[src/rtl/ysyx_25020047_wbu_pipe.sv]
// Writeback stage: registers one decoded instruction, waits for load data when
// needed, extracts/extends it, and commits one regfile write plus the next PC.
module ysyx_25020047_wbu_pipe #(
    parameter int          XLEN     = 32,
    parameter int          REG_AW   = 5,
    parameter int          CNT_W    = 32,
    parameter logic [63:0] RESET_PC = 64'h8000_0000,
    localparam int         OFS_W    = $clog2(XLEN / 8)
) (
    input  logic              clk,
    input  logic              rst,
    input  logic              in_valid,
    output logic              in_ready,
    input  logic [1:0]        in_wb_sel,
    input  logic              in_npc_sel,
    input  logic [2:0]        in_ld_fmt,
    input  logic [REG_AW-1:0] in_rd,
    input  logic [XLEN-1:0]   in_result,
    input  logic [XLEN-1:0]   in_snpc,
    input  logic [OFS_W-1:0]  in_addr_lo,
    input  logic              mem_rvalid,
    input  logic [XLEN-1:0]   mem_rdata,
    output logic              out_valid,
    input  logic              out_ready,
    output logic [XLEN-1:0]   dnpc,
    output logic              rf_wen,
    output logic [REG_AW-1:0] rf_waddr,
    output logic [XLEN-1:0]   rf_wdata,
    output logic              ld_misalign,
    output logic [CNT_W-1:0]  retire_cnt
);

    localparam int NB = XLEN / 8;

    typedef enum logic [1:0] {
        S_IDLE     = 2'd0,
        S_WAIT_MEM = 2'd1,
        S_COMMIT   = 2'd2
    } state_e;

    state_e             state_q;
    logic [1:0]         wb_sel_q;
    logic               npc_sel_q;
    logic [2:0]         ld_fmt_q;
    logic [REG_AW-1:0]  rd_q;
    logic [XLEN-1:0]    result_q;
    logic [XLEN-1:0]    snpc_q;
    logic [OFS_W-1:0]   addr_lo_q;
    logic [XLEN-1:0]    wdata_q;
    logic               misalign_q;
    logic [XLEN-1:0]    dnpc_q;
    logic [CNT_W-1:0]   cnt_q;

    logic               fire;
    logic               accept;
    logic [XLEN-1:0]    ld_data_d;
    logic               ld_mis_d;
    logic [XLEN-1:0]    alu_wdata_d;

    // Lane views of the aligned memory word, selected by the captured offset.
    logic [7:0]  byte_lane [NB];
    logic [15:0] half_lane [NB/2];
    logic [31:0] word_lane [NB/4];
    logic [7:0]  sel_byte;
    logic [15:0] sel_half;
    logic [31:0] sel_word;

    for (genvar gi = 0; gi < NB; gi++) begin : g_byte
        assign byte_lane[gi] = mem_rdata[8*gi +: 8];
    end
    for (genvar gi = 0; gi < NB/2; gi++) begin : g_half
        assign half_lane[gi] = mem_rdata[16*gi +: 16];
    end
    for (genvar gi = 0; gi < NB/4; gi++) begin : g_word
        assign word_lane[gi] = mem_rdata[32*gi +: 32];
    end

    assign sel_byte = byte_lane[addr_lo_q];
    assign sel_half = half_lane[addr_lo_q[OFS_W-1:1]];

    if (XLEN == 64) begin : g_word_sel64
        assign sel_word = word_lane[addr_lo_q[OFS_W-1]];
    end else begin : g_word_sel32
        assign sel_word = word_lane[0];
    end

    // Illegal formats fold into the misaligned path so they write zero.
    always_comb begin
        ld_mis_d  = 1'b0;
        ld_data_d = '0;
        case (ld_fmt_q)
            3'd0: ld_data_d = XLEN'($signed(sel_byte));
            3'd1: begin
                ld_mis_d  = addr_lo_q[0];
                ld_data_d = XLEN'($signed(sel_half));
            end
            3'd2: begin
                ld_mis_d  = |addr_lo_q[1:0];
                ld_data_d = XLEN'($signed(sel_word));
            end
            3'd3: begin
                ld_mis_d  = (XLEN == 64) ? (|addr_lo_q) : 1'b1;
                ld_data_d = mem_rdata;
            end
            3'd4: ld_data_d = XLEN'(sel_byte);
            3'd5: begin
                ld_mis_d  = addr_lo_q[0];
                ld_data_d = XLEN'(sel_half);
            end
            3'd6: begin
                ld_mis_d  = (XLEN == 64) ? (|addr_lo_q[1:0]) : 1'b1;
                ld_data_d = XLEN'(sel_word);
            end
            default: ld_mis_d = 1'b1;
        endcase
        if (ld_mis_d) begin
            ld_data_d = '0;
        end
    end

    always_comb begin
        alu_wdata_d = '0;
        case (in_wb_sel)
            2'd1:    alu_wdata_d = in_result;
            2'd2:    alu_wdata_d = in_snpc;
            default: alu_wdata_d = '0;
        endcase
    end

    assign out_valid   = (state_q == S_COMMIT);
    assign fire        = out_valid & out_ready;
    assign in_ready    = (state_q == S_IDLE) | fire;
    assign accept      = in_valid & in_ready;

    assign dnpc        = dnpc_q;
    assign rf_waddr    = rd_q;
    assign rf_wdata    = wdata_q;
    assign ld_misalign = out_valid & misalign_q;
    assign retire_cnt  = cnt_q;
    // Held low through reset even if a commit was pending when rst rose.
    assign rf_wen      = fire & ~rst & (wb_sel_q != 2'd0) & (rd_q != '0);

    always_ff @(posedge clk) begin
        if (rst) begin
            state_q    <= S_IDLE;
            wb_sel_q   <= 2'd0;
            npc_sel_q  <= 1'b0;
            ld_fmt_q   <= 3'd0;
            rd_q       <= '0;
            result_q   <= '0;
            snpc_q     <= '0;
            addr_lo_q  <= '0;
            wdata_q    <= '0;
            misalign_q <= 1'b0;
            dnpc_q     <= RESET_PC[XLEN-1:0];
            cnt_q      <= '0;
        end else begin
            if (fire) begin
                cnt_q   <= cnt_q + 1'b1;
                dnpc_q  <= npc_sel_q ? result_q : snpc_q;
                state_q <= S_IDLE;
            end
            if (state_q == S_WAIT_MEM && mem_rvalid) begin
                wdata_q    <= ld_data_d;
                misalign_q <= ld_mis_d;
                state_q    <= S_COMMIT;
            end
            // A same-edge accept replaces the just-committed fields: no bubble.
            if (accept) begin
                wb_sel_q   <= in_wb_sel;
                npc_sel_q  <= in_npc_sel;
                ld_fmt_q   <= in_ld_fmt;
                rd_q       <= in_rd;
                result_q   <= in_result;
                snpc_q     <= in_snpc;
                addr_lo_q  <= in_addr_lo;
                wdata_q    <= alu_wdata_d;
                misalign_q <= 1'b0;
                state_q    <= (in_wb_sel == 2'd3) ? S_WAIT_MEM : S_COMMIT;
            end
        end
    end

endmodule

[config.mk]
export PLATFORM = sky130hd
export DESIGN_NAME = ysyx_25020047_wbu_pipe
export DESIGN_NICKNAME = d
export VERILOG_FILES = /design/src/rtl/ysyx_25020047_wbu_pipe.sv
export SDC_FILE = /design/constraint.sdc
export NUM_CORES = 1
export LEC_CHECK = 0
export CORE_MARGIN = 2
export CORE_UTILIZATION = 52
export DETAILED_ROUTE_END_ITERATION = 10
export PLACE_DENSITY = 0.86
export SYNTH_ARGS = -nofsm -noshare
export SYNTH_HDL_FRONTEND = slang
export SYNTH_SLANG_ARGS = --single-unit
[constraint.sdc]
create_clock -name clk -period 4.3 [get_ports clk]
set_input_delay 0.645 -clock clk [delete_from_list [all_inputs] [get_ports clk]]
set_output_delay 0.645 -clock clk [all_outputs]
set_load 0.005 [all_outputs]
After elaboration in Yosys (flattened, before gate mapping)
Cells that the tools add are included.
{ "totals": {"regBits": 176, "in_bits": 114, "out_inout_bits": 105, "elab_cells": 65} }
{ "classes": {"addsub": 1, "order_cmp": 2, "eq_ne": 11, "n_mux": 17, "bitwise": 10, "reduce_logical": 12} }
{ "op_table": {"columns": ["op", "count"], "rows": [
  ["32-bit one-hot mux with 5 select lines", 1],
  ["32-bit two-way mux", 4],
  ["32-bit one-hot mux with 2 select lines", 1],
  ["16-bit two-way mux", 3],
  ["32-bit by 1-bit adder with 32-bit output, second input constant", 1],
  ["8-bit binary-select mux with 2-bit select", 1],
  ["8-bit two-way mux", 2],
  ["3-bit == test, second input constant", 3],
  ["2-bit two-way mux", 4],
  ["2-bit OR reduction", 4],
  ["1-bit bitwise AND", 6],
  ["2-bit == test, second input constant", 3],
  ["3-bit by 2-bit == test with 1-bit output, second input constant", 2],
  ["5-bit nonzero test", 1],
  ["2-bit by 1-bit == test with 1-bit output, second input constant", 2],
  ["2-bit nonzero test", 2],
  ["3-bit by 1-bit == test with 1-bit output, second input constant", 1],
  ["3-bit >= comparator, second input constant", 1],
  ["3-bit zero test", 1],
  ["2-bit inverter with 3-bit output", 1],
  ["1-bit one-hot mux with 3 select lines", 1],
  ["3-bit nonzero test", 1],
  ["3-bit OR reduction", 1],
  ["2-bit >= comparator, second input constant", 1],
  ["other kinds (5)", 5]
]} }

Logic depth before layout (Yosys ltp)
Gate-level depths: netlist of run 1.
{ "logic_depth": {"word_depth": 8, "ltp_mapped": 7, "ltp_nobuf": 6} }

Worst setup path before layout of run 1
No wires, ideal clock.
{ "synth_path": {"path_type": "in2out", "from": "input rst", "to": "output rf_wen", "arrival_ns": 1.479, "required_time_ns": 3.655, "path_slack_ns": 2.176, "cell_stages": 4, "path_buffers": 3, "cell_sequence": "buf_2 buf_2 buf_1 nor4_1"} }
{ "synth_via": {"elab_chain_len": 4} }
{ "synth_lines": {"columns": ["element", "line_no", "rtl"], "rows": [
  ["from (decl)", "11", "input logic rst,"],
  ["1-bit inverter", "141", "assign rf_wen = fire & ~rst & (wb_sel_q != 2'd0) & (rd_q != '0);"],
  ["1-bit bitwise AND (3 in series)", "141", null],
  ["to (decl)", "26", "output logic rf_wen,"]
]} }
Every way passes these cells.

Worst setup path in the final report of run 1
{ "layout_path": {"from": "input out_ready", "to": "output rf_wen"} }
{ "layout_via": {"elab_chain_len": 4} }
{ "layout_lines": {"columns": ["element", "line_no", "rtl"], "rows": [
  ["from (decl)", "24", "input logic out_ready,"],
  ["1-bit bitwise AND", "131", "assign fire = out_valid & out_ready;"],
  ["1-bit bitwise AND (3 in series)", "141", null]
]} }
Every way passes these cells.

==> summary.md, run 1 <==
| Metric | Value |
|---|---|
| Crit-path max FO | `12` |
| Post-synthesis compound-gate area fraction | `0.2195` |
| Worst r2r path cells | `4` |
| Routed WL per cell | `18.23 um` |
| Largest net degree at the start of global routing | `79` |
| Clk pin slew, worst setup/hold paths | `60 ps` |
| Synth top area share | `0.4450` |
| Initial antenna violation count | `1` |
| DP HPWL | `16660 um` |
| Clock sinks | `176` |
| Worst R2R Start | `state_q[0]` |
| Cts repair resizes | `0` |
| Vias in the first global route | `7000` |
| Non-filler cells, final | `1294` |
| Crit-path most repeated cell | `clkdlybuf4s50_1` |
| Hold path depth | `2` |
| Syn_area_per_cell | `8.597 sq um` |
| Num ports | `219` |
| Total gr overflow | `0` |
| DR DRC count | `0` |
| Final hold viol count | `0` |
| Cell with the most instances after synthesis | `nand2_1` |
| Worst-case clock skew | `10.01 ps` |
| Drt initial violations | `754` |
| Async S/R FF share, synth | `0` |
| Final Max Tran Viols | `0` |
| Yosys warns | `0` |
| Relative slew slack | `0.2591` |
| Seq/Total Area, Yosys | `0.4450` |
| Starting density of the core | `0.5267` |
| Top cells by count, synth | `nand2_1 (177), dfxtp_1 (176), a21oi_1 (92), nor2_1 (58), mux2i_1 (40)` |
| Root Buffer | `clkbuf_16` |
| Synth Cell Area | `7918 sq um` |
| Via-per-instance ratio | `5.886` |
| Port buffer count | `218` |
| Antenna viol nets, final | `0` |
| Setup TNS | `0 ps` |
| Post-synthesis mux area share | `0.06937` |
| Area grow syn2layout | `35.00%` |
| Data arrival, critical path | `2280 ps` |
| Adder-cell share of the synthesized area | `0.006321` |
| Worst-path cell chain | `clkdlybuf4s50_1 > nand3b_1 > buf_4 > nor4_1 > clkdlybuf4s50_1` |
| Cell taking the most area after synthesis | `dfxtp_1` |
| Worst R2R Setup Slack | `2020 ps` |
| Post-CTS Setup Repair Bufs | `0` |
| Clock period minus worst slack | `2925 ps` |
| Post-route cell area | `10690 sq um` |
| Worst hold start | `snpc_q[27]` |
| CTS tree | `built` |
| Clk buf depth | `2` |
| CTS Buf Count | `17` |
| Largest family of logic cells by synthesized area | `compound AO/OA/AOI/OAI gates` |
| Htree depth | `4` |
| Syn nets | `1039` |
| Cells after synthesis | `921` |
| Die Ht | `127.4 um` |
| FMAX | `341.9 MHz` |
| Cell variety after synth | `55` |
| Rows | `45` |
| Slowest stage cell, crit path | `clkdlybuf4s50_1` |
| Routed wire length | `23590 um` |
| Tcrit/Tclk final | `0.6802` |
| Share of post-route cells with drive strength above 1 | `0.05701` |
| Data required, critical path | `3650 ps` |
| Tot GR Track Use | `0.2834` |
| RR Endpoint | `rf_wdata[17]` |
| Vias | `7617` |
| Xor/xnor share of the synthesized area | `0.01327` |
| P per Cell Area | `369.8 nW/um^2` |
| Hold Crit Class | `reg2reg` |
| Die ar. | `16230 sq um` |
| Synth Area in Simple Gates | `0.1915` |
| First-pass DRT Iterations | `5` |
| Post-synth EDFFs | `0` |
| Status | `completed` |
| Cell Count Post-Placement | `1263` |
| Hold EP | `snpc_q[27]` |
| IR drop worst, VDD | `0.3227 mV` |
| Worst slew pin tran | `1111 ps` |
| Global-route wire length before repair | `36170 um` |
| Tot Pwr | `0.003953 W` |
| Clk_lat worst skew | `430 ps` |
| Setup crit start kind | `primary input` |
| Core ar. | `15030 sq um` |
| # hold bufs at CTS | `0` |
| Placed Area | `10090 sq um` |
| RSZ-0062 raised after global routing | `no` |
| Yosys reg bits | `176` |
| Die W | `127.4 um` |
| Layout Nets | `1212` |
| Final setup fails | `0` |
| Cell leakage power | `3.835 nW` |
| Ys flop type | `dfxtp_1` |
| Max_cap viols | `0` |
| Final RePlAce weighted congestion | `0.9489` |
| Setup Crit Path Kind | `in2out` |
| Top post-synthesis cells by area | `dfxtp_1 (45%), nand2_1 (8.4%), a21oi_1 (5.8%), mux2i_1 (5.1%), a22oi_1 (3.1%)` |
| Setup crit end kind | `output pin` |
| Final core occ | `0.7110` |
| Worst path max stage delay | `570 ps` |
cell usage in the layout (no fill, tap or decap), types with 5 or more instances in the layout:
cell             instances
buf_4                    8
a211o_1                 16
xnor2_1                  7
o22ai_1                 16
clkbuf_16               17
o31ai_1                  9
nor2b_1                 13
a22o_1                   7
clkdlybuf4s50_1        217
nor2_1                  58
inv_1                   30
mux2i_1                 40
a211oi_1                32
a221oi_1                 8
xor2_1                   5
a22oi_1                 33
or4_1                   10
dfxtp_1                175
nand3_1                 10
o22a_1                   9
nand2_1                176
nor4_1                  13
mux2_2                  10
nand4_1                  9
o221ai_1                 7
a21oi_1                 92
o2bb2ai_1               16
routing by layer:
metal / track usage / part of all wire
met1: 0.3714 / 0.41
met2: 0.4517 / 0.47
met3: 0.06491 / 0.083
met4: 0.1189 / 0.034
met5: 0 / 0
flip-flops by register name, indices dropped and copies added (netlist names):
| name | flops |
|---|---|
| addr_lo_q | 2 |
| wb_sel_q | 2 |
| state_q | 2 |
| retire_cnt | 32 |
| misalign_q | 1 |
| rf_wdata | 32 |
| ld_fmt_q | 3 |
| npc_sel_q | 1 |
| rf_waddr | 5 |
| dnpc | 32 |
| snpc_q | 32 |
| result_q | 32 |
critical path: cells and delay by family:
| family | cells | cell delay [ps] |
|---|---|---|
| and+or+nand+nor | 2 | 330 |
| buffers and inverters | 3 | 1300 |
where the power goes:
| group | total (W) | switching [W] | leakage (nW) | internal (W) |
|---|---|---|---|---|
| logic | 0.000598 | 0.000303 | 2.12 | 0.000296 |
| registers | 0.00179 | 0.0000700 | 1.44 | 0.00172 |
| clock network | 0.00157 | 0.000627 | 0.278 | 0.000939 |
cells by family after synthesis:
kind of cell,count (synthesis)
muxes,52
and+or+nand+nor,321
DFF,176
AOI/OAI and AO/OA,253
adders and majority gates,4
xor gates and xnor gates,12
buffers and inverters,103
stage by stage:
stage	hold WS [ps]	setup slack (ps)
floorplan	435.7	2176
global placement	441.0	1404
detailed placement	445.8	1382
CTS	454.2	1374
global route	467.6	1308
finish	453.8	1375
worst max path at each step:
stage               startpoint  endpoint  slack, ps  depth (start not counted)
floorplan                  rst    rf_wen       2180                          4
global placement     out_ready    rf_wen       1400                          5
detailed placement   out_ready    rf_wen       1380                          5
CTS                  out_ready    rf_wen       1370                          5
global route         out_ready    rf_wen       1310                          5
finish               out_ready    rf_wen       1370                          5
cell type report:
type,instances,area [sq um]
clock inverter,9,133.9
multi-input combinational,642,3964
fill,1171,4344
timing repair buffer,226,2252
clock buffer,21,460.4
antenna,1,2.502
sequential,176,3525
inverter,31,116.4
tap,188,235.2
Note: power is estimated with default switching activity, not from simulation.
==> inputs of run 2 (changes only) <==
--- a/config.mk
+++ b/config.mk
@@ -6,9 +6,9 @@
 export NUM_CORES = 1
 export LEC_CHECK = 0
 export CORE_MARGIN = 2
-export CORE_UTILIZATION = 52
+export CORE_UTILIZATION = 44
 export DETAILED_ROUTE_END_ITERATION = 10
-export PLACE_DENSITY = 0.86
+export PLACE_DENSITY = 0.77
 export SYNTH_ARGS = -nofsm -noshare
 export SYNTH_HDL_FRONTEND = slang
 export SYNTH_SLANG_ARGS = --single-unit
==> constraint.sdc (replaced) <==
create_clock -name clk -period 2.56 [get_ports clk]
set_input_delay 0.384 -clock clk [delete_from_list [all_inputs] [get_ports clk]]
set_output_delay 0.384 -clock clk [all_outputs]
set_load 0.005 [all_outputs]
==> run 2 against run 1 <==
Routed wire length is 2.4% higher. Global-route usage fell by 3.4 points. Clock skew hardly changed. Critical path depth down 2. Flip-flop and latch count is the same. Utilization decreased by 10 points. Via count shrank 0.20%. Power up 63%. Worst hold slack got worse by 210 ps. Largest cell class unchanged. Highest routed layer unchanged.
==> summary.md, run 2 (same netlist as run 1, synthesis figures left out) <==
| Metric | Value |
|---|---|
| Status | `completed` |
| Data required, critical path | `2180 ps (-1470 ps)` |
| Hold Crit Class | `in2reg` |
| CTS tree | `built` |
| Setup Crit Path Kind | `reg2out` |
| Layout Nets | `1226 (+1.2%)` |
| Htree depth | `4 (unchanged)` |
| Setup TNS | `0 ps (unchanged)` |
| Die W | `138.1 um (+8.4%)` |
| Data arrival, critical path | `2080 ps (-200 ps)` |
| Antenna viol nets, final | `0 (unchanged)` |
| IR drop worst, VDD | `0.4939 mV (+53%)` |
| Final hold viol count | `0 (unchanged)` |
| Tot Pwr | `0.006443 W (+63%)` |
| WHS | `239.6 ps (-214.2 ps)` |
| Most frequent cells in the layout | `clkdlybuf4s50_1 (217), nand2_1 (176), dfxtp_1 (175)` |
| Hold path depth | `2 (unchanged)` |
| First-pass DRT Iterations | `7 (+2)` |
| Relative slew slack | `0.2725 (+0.01345)` |
| GR peak layer | `met2` |
| Total gr overflow | `0 (unchanged)` |
| Worst R2R Setup Slack | `470 ps (-1550 ps)` |
| Die Ht | `138.1 um (+8.4%)` |
| Post-route cell area | `10840 sq um (+1.5%)` |
| Rows | `49 (+8.9%)` |
| Root Buffer | `clkbuf_16` |
| Worst r2r path cells | `5 (+1)` |
| Tot GR Track Use | `0.2495 (-0.03387)` |
| Routed wire length | `24160 um (+2.4%)` |
| Placed Area | `10300 sq um (+2.0%)` |
| P per Cell Area | `594.1 nW/um^2 (+61%)` |
| Tcrit/Tclk final | `0.9623` |
| Crit-path max FO | `8 (-4)` |
| Post-CTS Setup Repair Bufs | `0 (unchanged)` |
| Worst-case clock skew | `10.35 ps (+0.3346 ps)` |
| Area grow syn2layout | `36.96%` |
| Worst setup path endpoint | `rf_wen` |
| RSZ-0062 raised after global routing | `no` |
| CTS Buf Count | `17 (unchanged)` |
| Worst R2R Start | `retire_cnt[1]` |
| Final setup fails | `0 (unchanged)` |
| Setup crit end kind | `output pin` |
| Initial antenna violation count | `0 (-1)` |
| FMAX | `405.9 MHz` |
| Vias | `7602 (-0.20%)` |
| Core ar. | `17780 sq um (+18%)` |
| Cell leakage power | `3.903 nW (+1.8%)` |
| Clk_lat worst skew | `430 ps (about the same)` |
| Commonest non-fill, non-tap cell in the layout | `clkdlybuf4s50_1` |
| Worst slew pin tran | `1087 ps (-24.19 ps)` |
| Share of post-route cells with drive strength above 1 | `0.07226 (+0.01524)` |
| Diode count | `0 (-1)` |
| Setup crit start kind | `flip-flop` |
| Vias in the first global route | `7140 (+2.0%)` |
| Clock period minus worst slack | `2464 ps` |
| Global-route wire length before repair | `38010 um (+5.1%)` |
| Met3 GRT Util | `0.05992 (-0.004984)` |
| Drt initial violations | `690 (-8.5%)` |
| RR Endpoint | `retire_cnt[28]` |
| Largest net degree at the start of global routing | `110 (+39%)` |
| Max_cap viols | `0 (unchanged)` |
| Sequential cell area | `3525 sq um (unchanged)` |
| Fillers | `1574 (+34%)` |
| DP HPWL | `17530 um (+5.3%)` |
| Area occupied by multi-input gates | `3964 sq um (unchanged)` |
| Routed WL per cell | `17.89 um (-1.8%)` |
| Die ar. | `19080 sq um (+18%)` |
| Met2 usage | `0.3903 (-0.06141)` |
| DR DRC count | `0 (unchanged)` |
| Final Max Tran Viols | `0 (unchanged)` |
| Via-per-instance ratio | `5.631 (-4.3%)` |
| Starting density of the core | `0.4453 (-0.08135)` |
| Clk pin slew, worst setup/hold paths | `70 ps (about the same)` |
| Clock sinks | `176 (unchanged)` |
| Num ports | `219 (unchanged)` |
| Cts repair resizes | `0 (unchanged)` |
| Final RePlAce weighted congestion | `0.9863 (+3.9%)` |
| # hold bufs at CTS | `0 (unchanged)` |
| Crit path from | `state_q[0]` |
| Setup WS post-layout | `96.47 ps (-1278 ps)` |
| Clk buf depth | `2 (unchanged)` |
| Port buffer count | `218 (unchanged)` |
| Place WS | `140.7 ps (-1241 ps)` |
| Met1 Use GR | `0.3301 (-0.04123)` |
## run 2: changes by cell type in the layout (fill, tap and decap cells not counted), moves of 2 or more
cell,before,now
buf_4,8,18
buf_12,1,5
inv_6,1,5
clkinv_4,0,2
clkinv_2,1,3
clkbuf_1,2,0
bufinv_16,3,0
## run 2: final cells by class
cell class	count	area share
multi-input combinational	642	0.3655
sequential	176	0.3250
timing repair buffer	240	0.2220
clock buffer	18	0.04050
tap	229	0.02642
inverter	31	0.01073
clock inverter	14	0.009807
## run 2: metal layers
metal | up-vias | wire (um) | share of wire
met5 | - | 0 | 0
met4 | 0 | 763 | 0.032
met3 | 44 | 1779 | 0.074
met2 | 338 | 11090 | 0.46
met1 | 3541 | 10520 | 0.44
li1 | 3679 | - | -
## run 2: how the worst min path moves through the flow
stage	from	to
2_1_floorplan	snpc_q[0]	snpc_q[0]
3_3_place_gp	result_q[22]	result_q[22]
3_5_place_dp	snpc_q[30]	snpc_q[30]
4_1_cts	rst	addr_lo_q[0]
5_1_grt	rst	ld_fmt_q[1]
6_report	rst	addr_lo_q[0]
## run 2: report_power, final
part | switching [W] | total [W] | internal [W]
Clock | 0.00113 | 0.00241 | 0.00128
Combinational | 0.000525 | 0.00105 | 0.000523
Sequential | 0.000105 | 0.00299 | 0.00289
Total | 0.00176 | 0.00644 | 0.00469
## run 2: stage by stage
| step | util | std cells |
|---|---|---|
| 6_report | 0.6099 | 1350 |
| 5_1_grt | 0.6099 | 1350 |
| 4_1_cts | 0.6099 | 1350 |
| 3_5_place_dp | 0.5792 | 1318 |
| 3_3_place_gp | 0.5792 | 1318 |
| 2_1_floorplan | - | 921 |
## run 2: critical path, cell delays in order (launching register included)
cell and delay, ps:
dfxtp_1 390, nand3b_1 360, nor4_1 300, clkdlybuf4s50_1 590
